[src/rtl/prbs_checker_16l.sv]
// Receive-side 16-lane PRBS32 checker: each lane self-seeds from its own history,
// then every bit is checked against the prediction; lock is lost on a burst of errors.
module prbs_checker_16l #(
  parameter int          N_LANE   = 16,
  parameter int          N_PRBS   = 32,
  parameter logic [31:0] EQN      = 32'h00100002,
  parameter int          ERR_W    = 32,
  parameter int          BIT_W    = 48,
  parameter int          LOCK_WIN = 64,
  parameter int          LOCK_THR = 8
) (
  input  logic              clk,
  input  logic              rst_n,
  input  logic              en,
  input  logic              clr,
  input  logic [N_LANE-1:0] din,
  output logic              lock,
  output logic [ERR_W-1:0]  err_cnt,
  output logic [BIT_W-1:0]  bit_cnt,
  output logic [N_LANE-1:0] err_lane,
  output logic [7:0]        relock_cnt,
  output logic [1:0]        dbg_state
);

  localparam logic [1:0] ST_IDLE  = 2'd0;
  localparam logic [1:0] ST_SEED  = 2'd1;
  localparam logic [1:0] ST_CHECK = 2'd2;

  localparam int CNT_W  = $clog2(N_LANE + 1);
  localparam int SEED_W = $clog2(N_PRBS);
  localparam int WIN_W  = $clog2(LOCK_WIN);
  localparam int WE_W   = $clog2(LOCK_THR + N_LANE + 1);

  logic [1:0]        state_q, state_d;
  logic [N_PRBS-1:0] hist_q [N_LANE];
  logic [SEED_W-1:0] seed_cnt_q, seed_cnt_d;
  logic [WIN_W-1:0]  win_cnt_q, win_cnt_d;
  logic [WE_W-1:0]   win_err_q, win_err_d;
  logic [ERR_W-1:0]  err_cnt_q, err_cnt_d;
  logic [BIT_W-1:0]  bit_cnt_q, bit_cnt_d;
  logic [N_LANE-1:0] err_lane_q, err_lane_d;
  logic [7:0]        relock_q, relock_d;

  logic [N_LANE-1:0] e;
  logic [CNT_W-1:0]  n;
  logic [ERR_W:0]    err_sum;
  logic [BIT_W:0]    bit_sum;
  logic [WE_W-1:0]   win_sum;
  logic              win_wrap;

  // Prediction and error vector; e is only acted on in CHECK.
  always_comb begin
    e = '0;
    n = '0;
    for (int i = 0; i < N_LANE; i++) begin
      e[i] = din[i] ^ (^(hist_q[i] & EQN[N_PRBS-1:0]));
      n    = n + CNT_W'(e[i]);
    end
    err_sum  = {1'b0, err_cnt_q} + (ERR_W+1)'(n);
    bit_sum  = {1'b0, bit_cnt_q} + (BIT_W+1)'(N_LANE);
    win_sum  = win_err_q + WE_W'(n);
    win_wrap = (win_cnt_q == WIN_W'(LOCK_WIN - 1));
  end

  always_comb begin
    state_d    = state_q;
    seed_cnt_d = seed_cnt_q;
    win_cnt_d  = win_cnt_q;
    win_err_d  = win_err_q;
    err_cnt_d  = err_cnt_q;
    bit_cnt_d  = bit_cnt_q;
    err_lane_d = err_lane_q;
    relock_d   = relock_q;
    if (!en) begin
      state_d = ST_IDLE;
    end else begin
      case (state_q)
        ST_IDLE: begin
          state_d    = ST_SEED;
          seed_cnt_d = '0;
          win_cnt_d  = '0;
          win_err_d  = '0;
        end
        ST_SEED: begin
          win_cnt_d = '0;
          win_err_d = '0;
          if (seed_cnt_q == SEED_W'(N_PRBS - 1)) state_d = ST_CHECK;
          else seed_cnt_d = seed_cnt_q + 1'b1;
        end
        ST_CHECK: begin
          err_cnt_d  = err_sum[ERR_W] ? '1 : err_sum[ERR_W-1:0];
          bit_cnt_d  = bit_sum[BIT_W] ? '1 : bit_sum[BIT_W-1:0];
          err_lane_d = err_lane_q | e;
          if (win_sum > WE_W'(LOCK_THR)) begin
            state_d    = ST_SEED;
            seed_cnt_d = '0;
            win_cnt_d  = '0;
            win_err_d  = '0;
            relock_d   = (relock_q == 8'hFF) ? relock_q : relock_q + 8'd1;
          end else begin
            win_cnt_d = win_wrap ? '0 : win_cnt_q + 1'b1;
            win_err_d = win_wrap ? WE_W'(n) : win_sum;
          end
        end
        default: state_d = ST_IDLE;
      endcase
    end
    // Clear discards this cycle's updates but leaves the FSM and window alone.
    if (clr) begin
      err_cnt_d  = '0;
      bit_cnt_d  = '0;
      err_lane_d = '0;
      relock_d   = '0;
    end
  end

  always_ff @(posedge clk or negedge rst_n) begin
    if (!rst_n) begin
      state_q    <= ST_IDLE;
      for (int i = 0; i < N_LANE; i++) hist_q[i] <= '0;
      seed_cnt_q <= '0;
      win_cnt_q  <= '0;
      win_err_q  <= '0;
      err_cnt_q  <= '0;
      bit_cnt_q  <= '0;
      err_lane_q <= '0;
      relock_q   <= '0;
    end else begin
      state_q    <= state_d;
      if (en) begin
        for (int i = 0; i < N_LANE; i++) hist_q[i] <= {hist_q[i][N_PRBS-2:0], din[i]};
      end
      seed_cnt_q <= seed_cnt_d;
      win_cnt_q  <= win_cnt_d;
      win_err_q  <= win_err_d;
      err_cnt_q  <= err_cnt_d;
      bit_cnt_q  <= bit_cnt_d;
      err_lane_q <= err_lane_d;
      relock_q   <= relock_d;
    end
  end

  assign lock       = (state_q == ST_CHECK);
  assign err_cnt    = err_cnt_q;
  assign bit_cnt    = bit_cnt_q;
  assign err_lane   = err_lane_q;
  assign relock_cnt = relock_q;
  assign dbg_state  = state_q;

endmodule

[config.mk]
export PLATFORM = sky130hd
export DESIGN_NAME = prbs_checker_16l
export DESIGN_NICKNAME = d
export VERILOG_FILES = /design/src/rtl/prbs_checker_16l.sv
export SDC_FILE = /design/constraint.sdc
export NUM_CORES = 1
export LEC_CHECK = 0
export CAP_MARGIN = 20
export CORE_MARGIN = 2
export CORE_UTILIZATION = 60
export CTS_CLUSTER_DIAMETER = 150
export DETAILED_ROUTE_END_ITERATION = 10
export GPL_TIMING_DRIVEN = 0
export PLACE_DENSITY = 0.82
export SETUP_SLACK_MARGIN = 0.15
export SLEW_MARGIN = 5
export SYNTH_ARGS = -nofsm -noshare
export SYNTH_HDL_FRONTEND = slang
export SYNTH_SLANG_ARGS = --single-unit
[constraint.sdc]
create_clock -name clk -period 8.5 [get_ports clk]
set_input_delay 1.7 -clock clk [delete_from_list [all_inputs] [get_ports clk]]
set_output_delay 1.7 -clock clk [all_outputs]
set_load 0.05 [all_outputs]
# == Word level (Yosys, flattened, before mapping) ==
# Index checks and enable logic that the tools add are counted.
# word_totals
regBits,458
output_inout_bits,107
mem_count,0
inputBits,20
romBits,0
ramBits,0
elab_cells,130
latchBits,0
# classes
shift,0
n_mux,29
reduce_logical,28
bitwise_logic,17
order_cmp,1
n_eq_ne,10
n_addsub,21
n_div,0
mul,0
# ops
operator,n
32-bit parity,16
48-bit 2-to-1 mux,4
32-bit 2-to-1 mux,4
5-bit by 1-bit adder with 5-bit output,11
48-bit by 5-bit adder with 49-bit output (second input constant),1
16-bit 2-to-1 mux,3
8-bit 2-to-1 mux,5
32-bit by 5-bit adder with 33-bit output,1
5-bit 2-to-1 mux,4
16-bit OR,1
1-bit XOR,16
5-bit case mux with 3 select lines,1
6-bit 2-to-1 mux,2
6-bit case mux with 2 select lines,1
5-bit case mux with 2 select lines,1
8-bit by 1-bit adder with 8-bit output (second input constant),1
8-bit == test (second input constant),1
4-bit AND reduction,2
2-bit nonzero test,4
6-bit by 1-bit adder with 6-bit output (second input constant),1
6-bit == test (second input constant),1
2-bit 2-to-1 mux,3
2-bit case mux with 3 select lines,1
2-bit AND reduction,3
17 further kinds,18

# == Longest topological paths before layout ==
# Gate-level depths: netlist of run 1.
# depth
ltp_word,23
mapped_depth,23
depth_no_buf,22

# == Least setup slack after synthesis of run 1 ==
# OpenSTA, ideal clock, no wires.
# synth_path
kind,input to register
startpoint,in din[0]
endpoint,reg err_cnt_q[17] (netlist: err_cnt[17])
path_slack_ns,1.636
setup_ns,0.094
required_time_ns,8.406
path_stages,22
n_path_buf,0
arrival_ns,6.770
cell_sequence,xor2_1 -> xnor2_1 -> fa_1 -> inv_1 -> fa_1 -> fa_1 -> inv_1 -> fa_1 -> inv_1 -> ha_1 -> inv_1 -> fa_1 -> nor2b_1 -> o21ai_0 -> inv_1 -> ha_1 -> o21a_1 -> a21oi_1 -> or2_2 -> or4_1 -> and3_1 -> a211oi_1
# synth_via
elab_chain_len,21
# synth_rtl
element,line_no,source
"start, declared",16,"input logic [N_LANE-1:0] din,"
1-bit XOR,56,e[i] = din[i] ^ (^(hist_q[i] & EQN[N_PRBS-1:0]));
1-bit by 1-bit adder with 2-bit output,57,n = n + CNT_W'(e[i]);
2-bit by 1-bit adder with 3-bit output,57,
3-bit by 1-bit adder with 4-bit output,57,
4-bit by 1-bit adder with 5-bit output,57,
5-bit by 1-bit adder with 5-bit output (11 in series),57,
32-bit by 5-bit adder with 33-bit output,59,"err_sum = {1'b0, err_cnt_q} + (ERR_W+1)'(n);"
32-bit 2-to-1 mux,91,err_cnt_d = err_sum[ERR_W] ? '1 : err_sum[ERR_W-1:0];
32-bit 2-to-1 mux,77,case (state_q)
32-bit 2-to-1 mux,74,if (!en) begin
32-bit 2-to-1 mux,109,if (clr) begin
"end signal, assigned",136,err_cnt_q <= err_cnt_d;
"end, declared",39,"logic [ERR_W-1:0] err_cnt_q, err_cnt_d;"
# No other way between the ends. The select of a mux whose other input is x is not followed.
# A chain may end at the register's enable or synchronous reset.

# == Worst setup path after layout of run 1 ==
# layout_path
startpoint,in din[9]
endpoint,reg win_err_q[4]
# layout_via
elab_chain_len,12
word_cells_on_any_way,13
classes_between,add/sub (8); order compare (1); mux (3); bitwise (1)
# layout_rtl
element,line_no,source
1-bit XOR *,56,
5-bit by 1-bit adder with 5-bit output * (7 in series),57,
5-bit adder,61,win_sum = win_err_q + WE_W'(n);
5-bit by 4-bit greater-than comparator with 1-bit output or 5-bit 2-to-1 mux (tied branches),"94, 102",
5-bit 2-to-1 mux *,94,if (win_sum > WE_W'(LOCK_THR)) begin
5-bit case mux with 2 select lines *,77,
"end signal, assigned",135,win_err_q <= win_err_d;
"end, declared",38,"logic [WE_W-1:0] win_err_q, win_err_d;"
# Mark *: on every way between the ends. The rest lies on a longest branch, timed or not.

==> results of run 1 <==
Yosys cell counts (3+ instances only):
cell type  count  area [µm²]
nor4_1        11        68.8
a41oi_1        4        35.0
o31ai_1        7        52.6
and2_1         5        31.3
nand4_1       17         106
a211oi_1      12        90.1
mux2i_1       12         120
nor2_1        65         244
nand3_1       28         140
nor3_1        24         120
ha_1          19         238
o21ba_2        5        50.1
clkbuf_1      64         240
o211ai_1       4        30.0
a21oi_1       38         190
dfrtp_1      455       11400
mux2_2       337        3790
xor2_1        23         201
o21ai_0       49         245
nand2b_1       6        37.5
a211o_1        3        26.3
o21a_1         3        22.5
o22ai_1        3        18.8
or3_1          6        37.5
a311oi_1      11        96.3
and3_1        23         144
and4_1         6        52.6
or4_1          6        45.0
xnor2_1       53         464
nor2b_1        5        31.3
nand2_1       48         180
buf_4          5        37.5
a31oi_1        8        50.1
fa_1          12         240
inv_1         36         135
a21o_1         3        22.5
or2_2          4        25.0
through the flow:
stage	TNS (ps)	cells	cell area, µm²	hold WS [ps]
global route	0	2066	22800	506
detailed placement	0	1983	21200	481
finish	0	2066	22800	498
floorplan	0	1452	19300	455
CTS	0	2066	22800	496
global placement	-5955100	1979	21100	471
layout make-up:
type                    instances  area (µm²)
flip-flops and latches        455       11400
clock buffers                  66        1350
fillers                      2035        8860
multi-input cells             889        7520
clock inverters                17         218
well taps                     402         503
inverters                      36         135
repair buffers                129        1370
plain buffers                  72         299
worst max-delay path, delay by kind of cell:
kind	cells	cell delay (ps)
and+or+nand+nor	4	1150
xor gates and xnor gates	3	1030
adders and majority gates	7	2940
buffers and inverters	5	970
AOI/OAI and AO/OA	2	620
final timing paths:
kind                                   from  cells past startpoint  slack [ps]             to
worst min register to register  err_lane[2]                      2         500    err_lane[2]
worst max-delay path                 din[9]                     21         520   win_err_q[4]
max in group asynchronous             rst_n                      3        5940    hist_q[129]
worst min-delay path            err_lane[2]                      2         500    err_lane[2]
min in group asynchronous             rst_n                      1        1100  relock_cnt[2]
worst max register to register  hist_q[129]                     20        1670   win_err_q[4]
state kept, by name, summed over array words and instances, names as in the netlist:
register and cells:
win_err_q 5, err_lane 16, seed_cnt_q 5, hist_q 336, win_cnt_q 6, err_cnt 32
bit_cnt 45, dbg_state 2, relock_cnt 8
per-layer routing:
metal,up-vias,routed length (µm),global-route usage
met5,-,19,0
met4,2,1120,0.0784
met3,82,2510,0.0422
met2,381,19100,0.405
met1,5990,15800,0.309
li1,5520,-,-
kinds of logic after synthesis:
kind of cell / Yosys count / synth area share
compound gates: 162 / 0.0533
xor+xnor: 76 / 0.0344
fa+ha+maj: 31 / 0.0247
buf+inv: 108 / 0.0224
flops: 455 / 0.589
mux: 349 / 0.202
simple gates: 271 / 0.0741
==> reports/results.txt, run 1 <==
Status -> finished, final reports clean
DR WL/cell -> 18.7 µm
Worst Hold Class -> register to register
Final Wtd Congestion -> 0.921
Rel. slew slack -> 0.449
CP startpoint kind -> input port
FF+latch count, synth -> 455
Netlist Area Pre-Place -> 19300 µm²
Hold_buf cts -> 0
DR vias/cell -> 5.80
Drt total wl -> 38.6 mm
DRC viols -> 0
PortBufs -> 125
Root Driver -> clkbuf_16
Worst Setup Slack post-DPL -> 96.7 ps
Slowest CP cell -> fa_1
I/O pin total -> 127
Max FO, Critical Path -> 10
CTS tree -> yes
Number of DRC markers in iteration 0 -> 822
P&R area growth vs syn -> 17.7%
Post-CTS setup buffers -> 0
Post-Synthesis Net Count -> 1503
Most common cell after layout, fill and taps aside -> dfrtp_1
Global route overflow -> 0
Final core utilization -> 0.720
Most frequent CP cell -> fa_1
Cells after synthesis -> 1452
Post-synth EDFFs -> 0
Die height -> 184 µm
Part of the Yosys area used for sequential elements -> 0.589
Antenna diode count -> 0
Worst-Margin Slew -> 818 ps
Final worst path period need -> 7980 ps
Max-slew violation count -> 0
Initial Util -> 0.611
Fmax -> 125 MHz
Routed vias -> 11975
Final #Nets -> 1679
WS Path Type -> input port to register
# rows -> 65
Pin count of the biggest net entering global routing -> 115
CP endpoint kind -> register
Crit share post-route -> 0.938
Core ar. -> 31600 µm²
Unrepaired setup endpoints after global routing -> false
Clk_skew -> 11.2 ps
Layout cells sized above 1 -> 0.267
Clock Latency Late Sink -> 550 ps
WP data required -> 8930 ps
First-pass GRT wire length -> 63.7 mm
Crit-path cells -> clkdlybuf4s50_1, xnor2_1, xnor2_1, fa_1, fa_1, fa_1, inv_1, fa_1, inv_1, ha_1, inv_1, fa_1, xnor2_1, ha_1, or2_2, a21oi_1, nor3_1, nor3b_1, buf_2, nand2_1, o41ai_1
Die W -> 184 µm
CP Data Arrival Time -> 8410 ps
CTS Buf Count -> 45
Initial antenna violation count -> 1
Post-cts sizing count -> 0
Synth async-reset ratio -> 1.00
Final antenna-violating net count -> 0
Clk buf depth -> 3
Final Worst Setup Slack -> 523 ps
Vias in the first global route -> 12523
# setup viols final -> 0
Tot GR Track Use -> 0.237
CTS H-tree lvls -> 2
Most frequent cells in the layout -> dfrtp_1 (455), mux2_2 (337), clkdlybuf4s50_1 (124)
Post-detail-place hpwl -> 26.2 mm
Count of distinct cell types in the synthesized netlist -> 60
Synth Flop Type -> dfrtp_1
Yosys warning count -> 0
Fin. Hold Viols -> 0
Clock slew at reported path FFs -> 60 ps
Drt pass-1 iters -> 5
Die ar. -> 33700 µm²
Crit path largest cell delay -> 540 ps
Clock Sinks -> 455
# Max-Cap Violations -> 0
Avg Cell Area, Syn -> 13.3 µm²
Power of run 1 is not shown: default switching activity piles up to over one toggle a cycle in this logic, so the estimate is an artifact.
==> run 2: changes to the inputs <==
--- a/config.mk
+++ b/config.mk
@@ -6,7 +6,7 @@
 export NUM_CORES = 1
 export LEC_CHECK = 0
 export CAP_MARGIN = 20
-export CORE_MARGIN = 2
+export CORE_MARGIN = 1
 export CORE_UTILIZATION = 60
 export CTS_CLUSTER_DIAMETER = 150
 export DETAILED_ROUTE_END_ITERATION = 10
==> reports/results.txt, run 2 (synthesis results as in run 1) <==
Routed vias -> 11943
First-pass GRT wire length -> 64.3 mm
Vias in the first global route -> 12436
Core ar. -> 31600 µm²
Critical path depth -> 22
DRC viols -> 0
Hold_buf cts -> 0
Clock Latency Late Sink -> 550 ps
PortBufs -> 125
Initial antenna violation count -> 0
Max-slew violation count -> 0
Reg2Reg Depth -> 20
M1 wire length -> 16.6 mm
Slowest CP cell -> clkdlybuf4s50_1
Crit share post-route -> 0.938
Setup crit end -> win_err_q[4]
Worst Hold Class -> register to register
Crit-path leading delay family -> adder cells
CP endpoint kind -> register
Final worst path period need -> 7970 ps
Crit path largest cell delay -> 560 ps
Most frequent CP cell -> fa_1
Most common cell after layout, fill and taps aside -> dfrtp_1
CP Launch Point -> din[3]
Number of DRC markers in iteration 0 -> 811
Hold Slack -> 488 ps
Crit-path cells -> clkdlybuf4s50_1, xor2_1, xnor2_1, fa_1, inv_1, fa_1, fa_1, inv_1, fa_1, inv_1, ha_1, inv_1, fa_1, xnor2_1, ha_1, or2_2, a21oi_1, nor3_1, nor3b_1, buf_2, nand2_1, o41ai_1
Initial Util -> 0.611
Clk_skew -> 13.0 ps
WP data required -> 8930 ps
Die ar. -> 33000 µm²
CTS H-tree lvls -> 2
DR vias/cell -> 5.78
Root Driver -> clkbuf_16
Unrepaired setup endpoints after global routing -> false
Met3 routed WL -> 1.90 mm
Final antenna-violating net count -> 0
Worst Path Buf+Inv -> 6
Die height -> 182 µm
Post-CTS setup buffers -> 0
Fillers -> 2091
Max reg flops -> 336
Fin. Hold Viols -> 0
Layout cells sized above 1 -> 0.267
R2R Setup Slk -> 1730 ps
CP startpoint kind -> input port
Drt pass-1 iters -> 5
Met2 wire len -> 19.5 mm
CTS tree -> yes
I/O pin total -> 127
Fmax -> 125 MHz
WS Path Type -> input port to register
# Max-Cap Violations -> 0
Max FO, Critical Path -> 10
Worst Setup Slack post-DPL -> 29.0 ps
Clock Sinks -> 455
Most frequent cells in the layout -> dfrtp_1 (455), mux2_2 (337), clkdlybuf4s50_1 (124)
Die W -> 182 µm
Top routing layer in use -> met4
# setup viols final -> 0
Post-cts sizing count -> 0
Worst-Margin Slew -> 841 ps
Rel. slew slack -> 0.434
# rows -> 65
Final Wtd Congestion -> 0.883
Biggest register -> hist_q
Antenna diode count -> 0
Reg2Reg Capture Point -> win_err_q[4]
Final #Nets -> 1680
Status -> finished, final reports clean
Clock slew at reported path FFs -> 60 ps
DR WL/cell -> 18.8 µm
CP Data Arrival Time -> 8400 ps
Final Worst Setup Slack -> 530 ps
Global route overflow -> 0
Clk buf depth -> 3
Tot GR Track Use -> 0.243
Pin count of the biggest net entering global routing -> 109
Post-detail-place hpwl -> 26.3 mm
Drt total wl -> 38.9 mm
Post-route setup TNS -> 0 ps
CTS Buf Count -> 46
P&R area growth vs syn -> 17.9%
R2r startpoint -> hist_q[257]
## run 2: cell count changes in the layout (fill, tap and decap cells not counted), sizes merged
cell / change
clkbuf: +5
clkinv: -3
## run 2: per-layer routing
layer | track usage | up-vias
met3 | 0.0359 | 62
met1 | 0.327 | 6044
met5 | 0 | -
met4 | 0.0732 | 0
met2 | 0.411 | 305
li1 | - | 5532
## run 2: final cells by class
type	count	area, µm²	area share
sequential	455	11400	0.499
buffer	72	299	0.0131
clock buffer	71	1410	0.0617
tap	402	503	0.0221
multi-input combinational	889	7520	0.330
timing repair buffer	129	1370	0.0599
clock inverter	14	191	0.00839
inverter	36	135	0.00592
## run 2: worst min-delay path: stages (launching register included)
cell and delay (ps):
dfrtp_1 350, nand2_1 50, o31ai_1 50
## run 2: worst min path at each step
stage / start / end / slack [ps] / cells past startpoint
floorplan: win_err_q[0] / win_err_q[0] / 460 / 2
finish: win_err_q[0] / win_err_q[0] / 490 / 2
CTS: win_err_q[0] / win_err_q[0] / 490 / 2
detailed placement: win_err_q[2] / win_err_q[2] / 480 / 2
global placement: win_err_q[0] / win_err_q[0] / 470 / 2
global route: hist_q[115] / hist_q[115] / 510 / 1
## run 2: stage by stage
stage | instances | area [µm²] | util
after detailed placement | 1983 | 21200 | 0.671
final | 2068 | 22800 | 0.721
after global placement | 1979 | 21100 | 0.667
after global routing | 2068 | 22800 | 0.721
after floorplan | 1452 | 19300 | -
after CTS | 2068 | 22800 | 0.721
Power of run 2 is left out for the same reason.
==> run 3: changes to the inputs <==
--- a/config.mk
+++ b/config.mk
@@ -5,7 +5,6 @@
 export SDC_FILE = /design/constraint.sdc
 export NUM_CORES = 1
 export LEC_CHECK = 0
-export CAP_MARGIN = 20
 export CORE_MARGIN = 1
 export CORE_UTILIZATION = 60
 export CTS_CLUSTER_DIAMETER = 150
==> results of run 3 <==
The final DEF is identical to that of run 2; final timing and power are the same.
Power of run 3 is left out for the same reason.
